<file path="src/rtl/pipe_stage_buf.sv">
// rtl/pipe_stage_buf.sv - ID->EXE elastic pipeline buffer with flush and stall statistics
//
// Ports:
//   clk        rising-edge clock
//   rst        asynchronous active-low reset
//   flush      synchronous discard of every buffered entry (branch taken)
//   in_valid   upstream entry offered
//   in_ready   room for one more entry; decoded from occupancy only
//   in_data    upstream payload
//   out_valid  head entry presented downstream
//   out_ready  downstream accepts the head entry
//   out_data   head payload, forced to zero (NOP bubble) when empty
//   count      current occupancy, 0..DEPTH
//   stall_cnt  saturating count of cycles where upstream was blocked

module pipe_stage_buf #(
    parameter int DATA_W = 32,
    parameter int DEPTH  = 2,
    parameter int CNT_W  = 16
) (
    input  logic                     clk,
    input  logic                     rst,
    input  logic                     flush,
    input  logic                     in_valid,
    output logic                     in_ready,
    input  logic [DATA_W-1:0]        in_data,
    output logic                     out_valid,
    input  logic                     out_ready,
    output logic [DATA_W-1:0]        out_data,
    output logic [$clog2(DEPTH):0]   count,
    output logic [CNT_W-1:0]         stall_cnt
);

    // Pointers need at least one bit even when DEPTH is 1.
    localparam int PW = (DEPTH > 1) ? $clog2(DEPTH) : 1;
    localparam int AW = $clog2(DEPTH) + 1;

    localparam logic [AW-1:0] FULL_CNT = AW'(DEPTH);
    localparam logic [PW-1:0] LAST_PTR = PW'(DEPTH - 1);

    logic [DATA_W-1:0] mem [DEPTH];
    logic [PW-1:0]     rd_ptr;
    logic [PW-1:0]     wr_ptr;

    logic push;
    logic pop;

    // Handshake flags come only from registered occupancy, so there is no
    // combinational path from out_ready to in_ready (no bypass when full).
    assign in_ready  = (count < FULL_CNT);
    assign out_valid = (count != '0);

    assign push = in_valid & in_ready & ~flush;
    assign pop  = out_valid & out_ready & ~flush;

    // Empty buffer presents an all-zero payload so EXE sees a NOP bubble.
    assign out_data = out_valid ? mem[rd_ptr] : '0;

    // Explicit wrap keeps DEPTH=1 correct, where the pointer must stay at 0.
    function automatic logic [PW-1:0] next_ptr(input logic [PW-1:0] p);
        return (p == LAST_PTR) ? '0 : p + 1'b1;
    endfunction

    // Storage needs no reset; stale contents are masked by out_valid.
    always_ff @(posedge clk) begin
        if (push) begin
            mem[wr_ptr] <= in_data;
        end
    end

    always_ff @(posedge clk or negedge rst) begin
        if (!rst) begin
            count  <= '0;
            rd_ptr <= '0;
            wr_ptr <= '0;
        end else if (flush) begin
            count  <= '0;
            rd_ptr <= '0;
            wr_ptr <= '0;
        end else begin
            if (push) begin
                wr_ptr <= next_ptr(wr_ptr);
            end
            if (pop) begin
                rd_ptr <= next_ptr(rd_ptr);
            end
            case ({push, pop})
                2'b10:   count <= count + 1'b1;
                2'b01:   count <= count - 1'b1;
                default: count <= count;
            endcase
        end
    end

    // Blocked-cycle statistics survive flush; only reset clears them.
    always_ff @(posedge clk or negedge rst) begin
        if (!rst) begin
            stall_cnt <= '0;
        end else if (in_valid && !in_ready && (stall_cnt != '1)) begin
            stall_cnt <= stall_cnt + 1'b1;
        end
    end

endmodule

</file>
<file path="config.mk">
export PLATFORM = sky130hd
export DESIGN_NAME = pipe_stage_buf
export DESIGN_NICKNAME = d
export VERILOG_FILES = /design/src/rtl/pipe_stage_buf.sv
export SDC_FILE = /design/constraint.sdc
export NUM_CORES = 1
export LEC_CHECK = 0
export ABC_AREA = 0
export ABC_CLOCK_PERIOD_IN_PS = 10500
export CAP_MARGIN = 15
export CORE_AREA = 4 4 72 141
export CTS_CLUSTER_DIAMETER = 80
export DETAILED_ROUTE_END_ITERATION = 7
export DIE_AREA = 0 0 76 145
export PLACE_DENSITY = 0.76
export SYNTH_ARGS = -nofsm -noshare
export SYNTH_HDL_FRONTEND = slang
export SYNTH_SLANG_ARGS = --single-unit
</file>
<file path="constraint.sdc">
create_clock -name clk -period 10.5 [get_ports clk]
set_clock_uncertainty 0.05 [all_clocks]
set_input_delay 2.1 -clock clk [delete_from_list [all_inputs] [get_ports clk]]
set_output_delay 2.1 -clock clk [all_outputs]
set_load 0.02 [all_outputs]
</file>
### After elaboration in Yosys (flattened, before gate mapping)

Memories as Yosys holds them, arrays and structs flattened.
Index checks and enable logic that the tools add are counted.
W data, S select, Z words.

* add/sub/neg operators: 5
* multipliers: 0
* div/mod/pow operators: 0
* $lt $le $gt $ge: 1
* equal/unequal tests: 3
* shift-type cells: 0
* mux-type cells: 11
* bitwise logic cells: 5
* reduce and logical (&&, ||, !) cells: 7

Operators with widths (number)
* $mux W32: 1
* $add A16 B1 Y16 const B: 1
* $ne A16 B16 Y1 const B: 1
* $mux W1: 8
* $reduce_bool A2 Y1: 3
* $and A1 B1 Y1: 4
* $pmux W2 S2: 1
* $reduce_bool A3 Y1: 1
* $add A1 B1 Y1 const B: 2
* $add A2 B1 Y2 const B: 1
* $eq A2 B1 Y1 const B: 1
* $eq A2 B2 Y1 const B: 1
* $logic_and A1 B1 Y1: 2
* $lt A2 B2 Y1 const B: 1
* $mux W2: 1
* $sub A2 B1 Y2 const B: 1
* $logic_not A1 Y1: 1
* $not A1 Y1: 1

* bits in registers: 20
* latch bits: 0
* memory bits (writable): 64
* bits in read-only memories: 0
* bits of input ports: 37
* output and inout port bits: 52
* word-level logic and storage cells: 37
* memories: 1

Memory list
* mem: words 2, bits a word 32, read ports 1, clocked after memory_dff 0, wr ports 1, line 41 `logic [DATA_W-1:0] mem [DEPTH];`

### Longest topological paths before layout

Gate-level depths: netlist (run 1).

* word-level depth: 6
* mapped depth: 6
* depth with buffers taken out: 5

### Least setup slack after synthesis (run 1)

OpenSTA, ideal clock, no wires.

* path type: input port to flip-flop
* from: in in_valid
* to: mem mem[1][0], enable pin
* setup time: 0.468 ns
* arrival time: 4.660 ns
* required time: 9.982 ns
* slack: 5.322 ns
* stages: 2
* buffers on the path: 0
* cell sequence: nand2b_1 -> nor3b_1

* word-level cells in the longest chain between the ends: 4

RTL lines
* start, declared: line 24 `input logic in_valid,`
* $and A1 B1 Y1 (2 in a row): line 53 `assign push = in_valid & in_ready & ~flush;`
* $mux W1: line 66 `if (push) begin`
* $mux W1 (implied by the code): line 67 `mem[wr_ptr] <= in_data;`
* end, declared: line 41

No other way between the ends.

### Worst setup path after layout (run 1)

* from: reg count[1]
* to: out out_valid

* word-level cells in the longest chain between the ends: 1

RTL lines
* start, declared: line 30 `output logic [$clog2(DEPTH):0] count,`
* start signal, assigned: line 88 `2'b10: count <= count + 1'b1;`
* start signal, assigned: line 89 `2'b01: count <= count - 1'b1;`
* start signal, assigned: line 90 `default: count <= count;`
* $reduce_bool A2 Y1: line 51 `assign out_valid = (count != '0);`
* end, declared: line 27 `output logic out_valid,`

No other way between the ends.

==> metrics.cfg, run 1 <==
[status]
outcome = finished clean

[clock_network]
clock_sinks = 84
cts_tree = yes
cts_setup_buffers = 0
path_clk_slew_ns = 0.06
clk_latency_ns = 0.33
cts.hold.buffers_added = 0
cts-root-buf = clkbuf_16
post_cts_resize_count = 0
cts_buffers = 9
htree_levels = 3
clockBufferDepth = 2

[timing]
slew_headroom_pct = 35.3
worst_pin_slew_ns = 0.971
grt_setup_unrepaired = no
setup_ws_ns = 5.99
hold_violations = 0
fmax_mhz = 222
fin_crit_sh_pct = 43.0
slew_viol_final = 0
holdWs_ns = 0.461
fin_crit_ns = 4.51
setup_tns_ns = 0
setup-violations-final = 0

[placed_design]
pre_cts_slack_ns = 6.30
place_congestion = 0.862
hpwl_um = 5230
port_buffers = 88

[yosys]
ys_warn_count = 0
ys_ff_latch = 84
ys_seq_area_share_pct = 70.1
async_flop_share_pct = 23.8
syn-num-nets = 281
synthCells = 243
synth_edf_count = 64
synth_cell_types = 33
syn_area_mm2 = 0.00346
avgSynthCellArea_um2 = 14.2
synthFlopType = edfxtp_1

[cells_and_area]
multi_input_area_mm2 = 0.00100
drive_above_1_share_pct = 9.04
nets = 377
final-seq-area_mm2 = 0.00242
fillers = 765
layout_common_cells = clkdlybuf4s50_1 (88), edfxtp_1 (64), nor2_1 (41)
syn_to_final_growth_pct = 38.5
diodes = 0
final_common_cell = clkdlybuf4s50_1

[setup_path]
crit_start = count[1]
ff2ff_path_depth = 5
slowest_delay_ns = 0.58
crit_family = buffers and inverters
cp.required_ns = 8.35
r2r_slack_ns = 8.46
crit_end = out_valid
crit_chain = nor2_2, buf_4, inv_1, clkdlybuf4s50_1
r2r-end = stall_cnt[14]
cp.depth = 4
critPathSlowestCell = nor2_2
r2r_start = stall_cnt[0]
start_kind = flop
crit_type = reg -> out
critical_path_buf_inv_count = 3
crit_fanout = 17
crit_arrival_ns = 2.36
endpoint_kind = output pin

[floorplan]
start_util_pct = 38.4
fp.dieH_um = 145
rows = 49
ios = 89
dieArea_mm2 = 0.0110
fp.coreArea_mm2 = 0.00901
die_w_um = 76

[global_routing]
antenna_found_initial = 0
grt_util_all_layers_pct = 13.5
overflow = 0
grt_max_degree = 34
grt_pass1_vias = 2331
grt_pass1_wl_um = 11600

[routing]
drtPass1Iterations = 5
wl_per_cell_um = 16.5
drt-total-wl_um = 7330
drt_iter0_drc = 120
via_count = 2263
via_per_inst = 5.09
ant_nets = 0
drcViolationCount = 0

[pwr]
total_leakage_power_nw = 1.72
power_density_mw_per_mm2 = 173
intPower_mw = 0.640
ir_drop_v = 0.0000999
p_seq_share_pct = 47.3
power_switching_mw = 0.187
p_comb_share_pct = 13.6
power_mw = 0.827
swShare_pct = 22.6
clkPwrFrac_pct = 39.1

[run]
drv_cap = 0

[hold_path]
min_from = stall_cnt[0]
hold_class = reg -> reg

==> cells by family (layout without fill, tap and decap cells) <==
group                      count (synthesis)  after routing  synth area share [%]
adders and majority gates                  1              1                 0.362
xor gates and xnor gates                   8              8                  2.03
AOI/OAI and AO/OA                         16             16                  2.79
muxes                                     40             40                  11.9
DFF                                       84             84                  70.1
and+or+nand+nor                           84             84                  11.6
buffers and inverters                     10            110                  1.23
==> sequential cells by signal, indices dropped and copies added, names as in the netlist <==
name       flops
mem           64
stall_cnt     16
count          2
rd_ptr         1
wr_ptr         1
==> worst register-to-register path, cell delays in order (launching register included) <==
cell and delay, ns:
dfrtp_1 0.39, ha_1 0.25, and3_1 0.33, nand3_1 0.30
nor3_1 0.27, mux2_1 0.34
==> Yosys cell counts (all sizes together), types with 2 or more instances <==
cell type | n | area [µm²]
edfxtp | 64 | 1920
nor2 | 42 | 158
mux2i | 34 | 340
dfrtp | 20 | 500
nand2 | 14 | 52.6
a21oi | 11 | 58.8
nand3 | 9 | 50.1
mux2 | 6 | 71.3
xor2 | 6 | 52.6
and3 | 4 | 25.0
buf | 4 | 20.0
clkbuf | 4 | 15.0
nor3 | 4 | 20.0
and2 | 2 | 12.5
inv | 2 | 7.51
nand2b | 2 | 12.5
o21ai | 2 | 10.0
xnor2 | 2 | 17.5
==> final cells by class <==
class,count,area share [%]
Multi-Input combinational cell,149,21.0
Clock inverter,5,1.62
Clock buffer,10,4.78
Timing Repair Buffer,93,19.2
Tap cell,102,2.67
Sequential cell,84,50.6
Inverter,2,0.157
==> power by group through the flow <==
stage	Sequential (mW)	Clock [mW]	Combinational, mW
after floorplan	0.397	0	0.0539
after global placement	0.397	0	0.113
after detailed placement	0.398	0	0.114
after CTS	0.391	0.329	0.115
after global routing	0.393	0.346	0.121
final	0.391	0.323	0.113
==> worst min path at each step <==
stage                        end  cells after the start
finish              stall_cnt[0]                      1
CTS                 stall_cnt[0]                      1
global placement    stall_cnt[8]                      1
detailed placement  stall_cnt[0]                      1
floorplan                 wr_ptr                      2
global route        stall_cnt[0]                      1
==> through the flow <==
stage / util, % / cells / instance area (µm²)
6_report: 53.1 / 445 / 4790
4_1_cts: 53.1 / 445 / 4790
2_1_floorplan: - / 243 / 3460
3_5_place_dp: 49.7 / 430 / 4480
3_3_place_gp: 49.7 / 430 / 4480
5_1_grt: 53.1 / 445 / 4790
==> routing by layer <==
metal  up-vias  global-route usage [%]  wire length [µm]
li1       1074                       -                 -
met5         -                       0                 0
met3        13                    3.91               339
met4         0                    6.33               153
met1      1115                    14.3              2740
met2        61                    24.1              4100
(Power assumes the default switching activity.)
==> run 2: changes to the inputs <==
ABC_CLOCK_PERIOD_IN_PS = 4200   (was 10500)
clock period = 4.2 ns   (was 10.5 ns; I/O delays follow)
==> run 2 against run 1 <==
Effect of this change: sequential share of layout area increased by 0.41 points; highest routed layer unchanged; worst hold slack improved by 0.0016 ns; die area unchanged; count of clock-buffer cells in the layout decreased by 1; non-clock buffer count down 2; cell area down 0.81%; setup slack lost 5.0 ns; critical endpoint is now out_data[4]; global-route usage decreased by 0.087 points; sequential power is 150% higher; largest power group unchanged; critical path type unchanged; largest cell class unchanged; power increased by 140%; first-iteration DRC count shrank 3.3%.
==> metrics.cfg, run 2 (same netlist as run 1, synthesis figures left out) <==
[timing]
slew_headroom_pct = 35.8  ; +0.50 points
fin_crit_ns = 3.24
setup_tns_ns = 0  ; unchanged
fmax_mhz = 308
setup-violations-final = 0  ; unchanged
slew_viol_final = 0  ; unchanged
worst_pin_slew_ns = 0.964  ; -0.00756 ns
hold_violations = 0  ; unchanged
holdWs_ns = 0.463  ; +0.00160 ns
grt_setup_unrepaired = no
fin_crit_sh_pct = 77.2

[cells_and_area]
drive_above_1_share_pct = 7.89  ; -1.1 points
largest_register = mem
fillers = 767  ; +0.26%
finalNonFillerCells = 444  ; -0.22%
fin_util_pct = 52.7  ; -0.43 points
largestRegisters = mem: 64 flops, stall_cnt: 16 flops, count: 2 flops
final_common_cell = clkdlybuf4s50_1
diodes = 0  ; unchanged
layout_common_cells = clkdlybuf4s50_1 (88), edfxtp_1 (64), nor2_1 (41)
syn_to_final_growth_pct = 37.4
largest_reg_flops = 64  ; unchanged
nets = 375  ; -0.53%

[pwr]
ir_drop_v = 0.000384  ; +280%
clkPwrFrac_pct = 37.1  ; -2.0 points
p_seq_share_pct = 48.8  ; +1.5 points
power_switching_mw = 0.466  ; +150%
intPower_mw = 1.54  ; +140%
total_leakage_power_nw = 1.70  ; -1.4%
power_density_mw_per_mm2 = 421  ; +140%
swShare_pct = 23.3  ; +0.70 points
p_comb_share_pct = 14.1  ; +0.5 points

[global_routing]
grt_max_degree = 34  ; unchanged
antenna_found_initial = 0  ; unchanged
grt_pass1_vias = 2313  ; -0.77%
grt_util_all_layers_pct = 13.4  ; -0.087 points
grt_pass1_wl_um = 11600  ; -0.29%
overflow = 0  ; unchanged

[setup_path]
critPathSlowestCell = dfrtp_2
crit_chain = mux2i_1, nor2_1, clkdlybuf4s50_1
r2r_start = stall_cnt[0]
crit_type = reg -> out
endpoint_kind = output pin
slowest_delay_ns = 0.99  ; +0.41 ns
crit_arrival_ns = 2.35  ; about the same
critical_path_buf_inv_count = 1  ; -2
crit_fanout = 33  ; +16
cp.required_ns = 3.31  ; -5.04 ns
crit_family = flip-flops
crit_start = rd_ptr
start_kind = flop

[routing]
drcViolationCount = 0  ; unchanged
wl_per_cell_um = 16.2  ; -1.9%
via_count = 2239  ; -1.1%
drtPass1Iterations = 4  ; -1
drt_iter0_drc = 116  ; -3.3%
ant_nets = 0  ; unchanged
drt-total-wl_um = 7170  ; -2.1%
via_per_inst = 5.04  ; -0.84%

[status]
outcome = finished clean

[clock_network]
path_clk_slew_ns = 0.06  ; about the same
cts-root-buf = clkbuf_16
clock_sinks = 84  ; unchanged
cts.hold.buffers_added = 0  ; unchanged
cts_buffers = 9  ; unchanged
htree_levels = 3  ; unchanged
clockBufferDepth = 2  ; unchanged
cts_setup_buffers = 0  ; unchanged
post_cts_resize_count = 0  ; unchanged
clk_latency_ns = 0.33  ; about the same
cts_tree = yes

[floorplan]
fp.coreArea_mm2 = 0.00901  ; unchanged
dieArea_mm2 = 0.0110  ; unchanged
ios = 89  ; unchanged
die_w_um = 76  ; unchanged
rows = 49  ; unchanged
fp.dieH_um = 145  ; unchanged
start_util_pct = 38.4  ; unchanged

[placed_design]
place_congestion = 0.837  ; -2.9%
port_buffers = 88  ; unchanged
dp.cells = 428  ; -0.47%
hpwl_um = 5080  ; -2.8%

[hold_path]
min_from = stall_cnt[0]
hold_class = reg -> reg

[run]
drv_cap = 0  ; unchanged

[run 2: changes by cell type in the layout (fill, tap and decap cells not counted), sizes merged]
| cell | change |
|---|---|
| clkbuf | -1 |
| buf | -2 |
| clkinv | +3 |
| bufinv | -1 |
[run 2: layout make-up]
type                            instances  area, µm²  share of cell area, %
Timing Repair Buffer                   91        903                   19.0
Clock buffer                            9        225                   4.74
Multi-Input combinational cell        149       1000                   21.2
Sequential cell                        84       2420                   51.0
Tap cell                              102        128                   2.69
Inverter                                2       7.51                  0.158
Clock inverter                          7       57.6                   1.21
[run 2: final timing paths]
path,end,slack (ns),cells after the start
worst max-delay path,out_data[4],0.96,3
worst min-delay path,stall_cnt[0],0.46,1
worst max register to register,stall_cnt[14],2.21,5
worst min register to register,stall_cnt[0],0.46,1
max in group asynchronous,rd_ptr,2.55,1
min in group asynchronous,stall_cnt[10],0.95,1
[run 2: layer usage]
metal  vias to the layer above  global-route usage, %  share of wire, %
met2                        71                   23.5                54
met4                         0                   6.68               2.6
met3                        14                   4.34               5.9
met1                      1076                   14.2                37
li1                       1078                      -                 -
met5                         -                      0                 0
[run 2: worst register-to-register path: cells and delay by family (launching register included)]
| kind | cells | cell delay (ns) |
|---|---|---|
| fa+ha+maj | 1 | 0.24 |
| mux | 1 | 0.34 |
| flops | 1 | 0.39 |
| simple gates | 3 | 0.85 |
[run 2: power groups by stage]
| stage | registers [mW] | clock network [mW] | logic (mW) |
|---|---|---|---|
| 6_report | 0.977 | 0.743 | 0.281 |
| 5_1_grt | 0.983 | 0.794 | 0.302 |
| 4_1_cts | 0.979 | 0.758 | 0.286 |
| 3_5_place_dp | 0.995 | 0 | 0.284 |
| 3_3_place_gp | 0.993 | 0 | 0.279 |
| 2_1_floorplan | 0.993 | 0 | 0.135 |
[run 2: per-stage QoR]
stage | power (mW) | setup WS (ns) | instance area, µm²
after floorplan | 1.13 | 0.282 | 3460
final | 2.00 | 0.957 | 4750
after global placement | 1.27 | 1.26 | 4470
after detailed placement | 1.28 | 1.24 | 4470
after global routing | 2.08 | 0.767 | 4750
after CTS | 2.02 | 0.874 | 4750
==> run 3: changes to the inputs <==
ABC_CLOCK_PERIOD_IN_PS = 3100   (was 4200)
clock period = 3.1 ns   (was 4.2 ns; I/O delays follow)
==> run 3 against run 2 <==
Effect of this change: non-clock buffer count increased by 4; sequential power up 34%; combinational power rose by 44%; cell area is 0.92% higher; die area did not move; worst hold slack improved by 0.018 ns; first-iteration DRC count is 3.4% higher; power increased by 36%; routed wire length up 2.6%; setup slack got worse by 0.50 ns; critical path depth rose by 1; critical path type unchanged.
==> metrics.cfg, run 3 (same netlist as run 1, synthesis figures left out) <==
[floorplan]
ios = 89  ; unchanged
die_w_um = 76  ; unchanged
fp.dieH_um = 145  ; unchanged
start_util_pct = 38.4  ; unchanged
dieArea_mm2 = 0.0110  ; unchanged
fp.coreArea_mm2 = 0.00901  ; unchanged
rows = 49  ; unchanged

[global_routing]
overflow = 0  ; unchanged
grt_pass1_vias = 2377  ; +2.8%
grt_util_all_layers_pct = 14.0  ; +0.61 points
gr-usage-met2_pct = 25.4  ; +1.9 points
grt_max_degree = 34  ; unchanged
grt_pass1_wl_um = 12200  ; +5.0%
antenna_found_initial = 0  ; unchanged
grtUsageMet3_pct = 4.96  ; +0.62 points
use_met1_pct = 14.3  ; +0.14 points
grt-busiest-layer = met2

[hold_path]
min_from = stall_cnt[6]
whs_path_depth = 1  ; unchanged
hold_class = reg -> reg

[cells_and_area]
largest_reg_flops = 64  ; unchanged
diodes = 0  ; unchanged
final_common_cell = clkdlybuf4s50_1
drive_above_1_share_pct = 9.25  ; +1.4 points
fin_util_pct = 53.2  ; +0.49 points
syn_to_final_growth_pct = 38.7
largestRegisters = mem: 64 flops, stall_cnt: 16 flops, count: 2 flops
layout_common_cells = clkdlybuf4s50_1 (88), edfxtp_1 (64), nor2_1 (41)
largest_register = mem
nets = 379  ; +1.1%

[clock_network]
clockBufferDepth = 2  ; unchanged
cts_tree = yes
cts-root-buf = clkbuf_16
clk_latency_ns = 0.32  ; about the same
path_clk_slew_ns = 0.06  ; about the same
cts.hold.buffers_added = 0  ; unchanged
cts_buffers = 9  ; unchanged
cts_setup_buffers = 0  ; unchanged
post_cts_resize_count = 0  ; unchanged
clock_sinks = 84  ; unchanged
htree_levels = 3  ; unchanged

[setup_path]
crit_fanout = 33  ; unchanged
cp.required_ns = 2.43  ; -0.88 ns
endpoint_kind = output pin
crit_arrival_ns = 1.98  ; -0.37 ns
crit_type = reg -> out
ff2ff_path_depth = 5  ; unchanged
start_kind = flop
r2r_start = stall_cnt[0]
crit_start = count[1]

[timing]
hold_violations = 0  ; unchanged
fin_crit_ns = 2.65
setup-violations-final = 0  ; unchanged
fin_crit_sh_pct = 85.3
slew_headroom_pct = 41.0  ; +5.2 points
grt_setup_unrepaired = no
worst_pin_slew_ns = 0.883  ; -0.0812 ns
slew_viol_final = 0  ; unchanged
fmax_mhz = 378
setup_tns_ns = 0  ; unchanged

[routing]
ant_nets = 0  ; unchanged
via_per_inst = 5.03  ; -0.27%
wl_per_cell_um = 16.4  ; +1.7%
drt-total-wl_um = 7360  ; +2.6%
drt_iter0_drc = 120  ; +3.4%
drtPass1Iterations = 4  ; unchanged
via_count = 2253  ; +0.63%
drcViolationCount = 0  ; unchanged

[placed_design]
hpwl_um = 5350  ; +5.2%
port_buffers = 88  ; unchanged
place_congestion = 0.869  ; +3.8%

[run]
drv_cap = 0  ; unchanged

[pwr]
total_leakage_power_nw = 1.72  ; +1.7%
power_density_mw_per_mm2 = 566  ; +34%
ir_drop_v = 0.000335  ; -13%

[status]
outcome = finished clean

[run 3: per-stage QoR]
| stage | setup slack [ns] | area [µm²] | hold slack (ns) | std cells | total power, mW |
|---|---|---|---|---|---|
| 2_1_floorplan | 0.420 | 3470 | 0.274 | 243 | 1.53 |
| 3_3_place_gp | 0.717 | 4510 | 0.450 | 432 | 1.73 |
| 3_5_place_dp | 0.680 | 4510 | 0.475 | 432 | 1.74 |
| 4_1_cts | 0.405 | 4790 | 0.484 | 448 | 2.76 |
| 5_1_grt | 0.321 | 4790 | 0.515 | 448 | 2.84 |
| 6_report | 0.454 | 4790 | 0.481 | 448 | 2.71 |
[run 3: final cells by class]
cell class	instances	area, µm²
inverter	2	7.51
tap	102	128
clock inverter	6	55.1
multi-input combinational	149	1020
fill	785	4220
timing repair buffer	95	933
clock buffer	10	229
sequential	84	2420
[run 3: routing by layer]
layer  share of wire, %  routed length (µm)
met1                 36                2670
met2                 55                4060
met3                6.2                 459
met4                2.2                 159
met5                  0                   0
[run 3: where the power goes]
part	total, mW	internal, mW	switching (mW)
logic	0.406	0.200	0.206
registers	1.31	1.27	0.0345
clock network	0.998	0.615	0.383
total	2.71	2.09	0.623
[run 3: worst max-delay path, stage by stage (launching register included)]
cell and delay [ns]:
dfrtp_1 0.51, nor2_2 0.05, buf_4 0.25, nor2_1 0.19, clkdlybuf4s50_1 0.64
[run 3: worst paths after layout]
| check | end | slack (ns) |
|---|---|---|
| max reg2reg | stall_cnt[14] | 1.06 |
| min reg2reg | stall_cnt[6] | 0.48 |
| max in group asynchronous | rd_ptr | 1.65 |
| max | out_data[24] | 0.45 |
| min in group asynchronous | stall_cnt[5] | 0.75 |
| min | stall_cnt[6] | 0.48 |
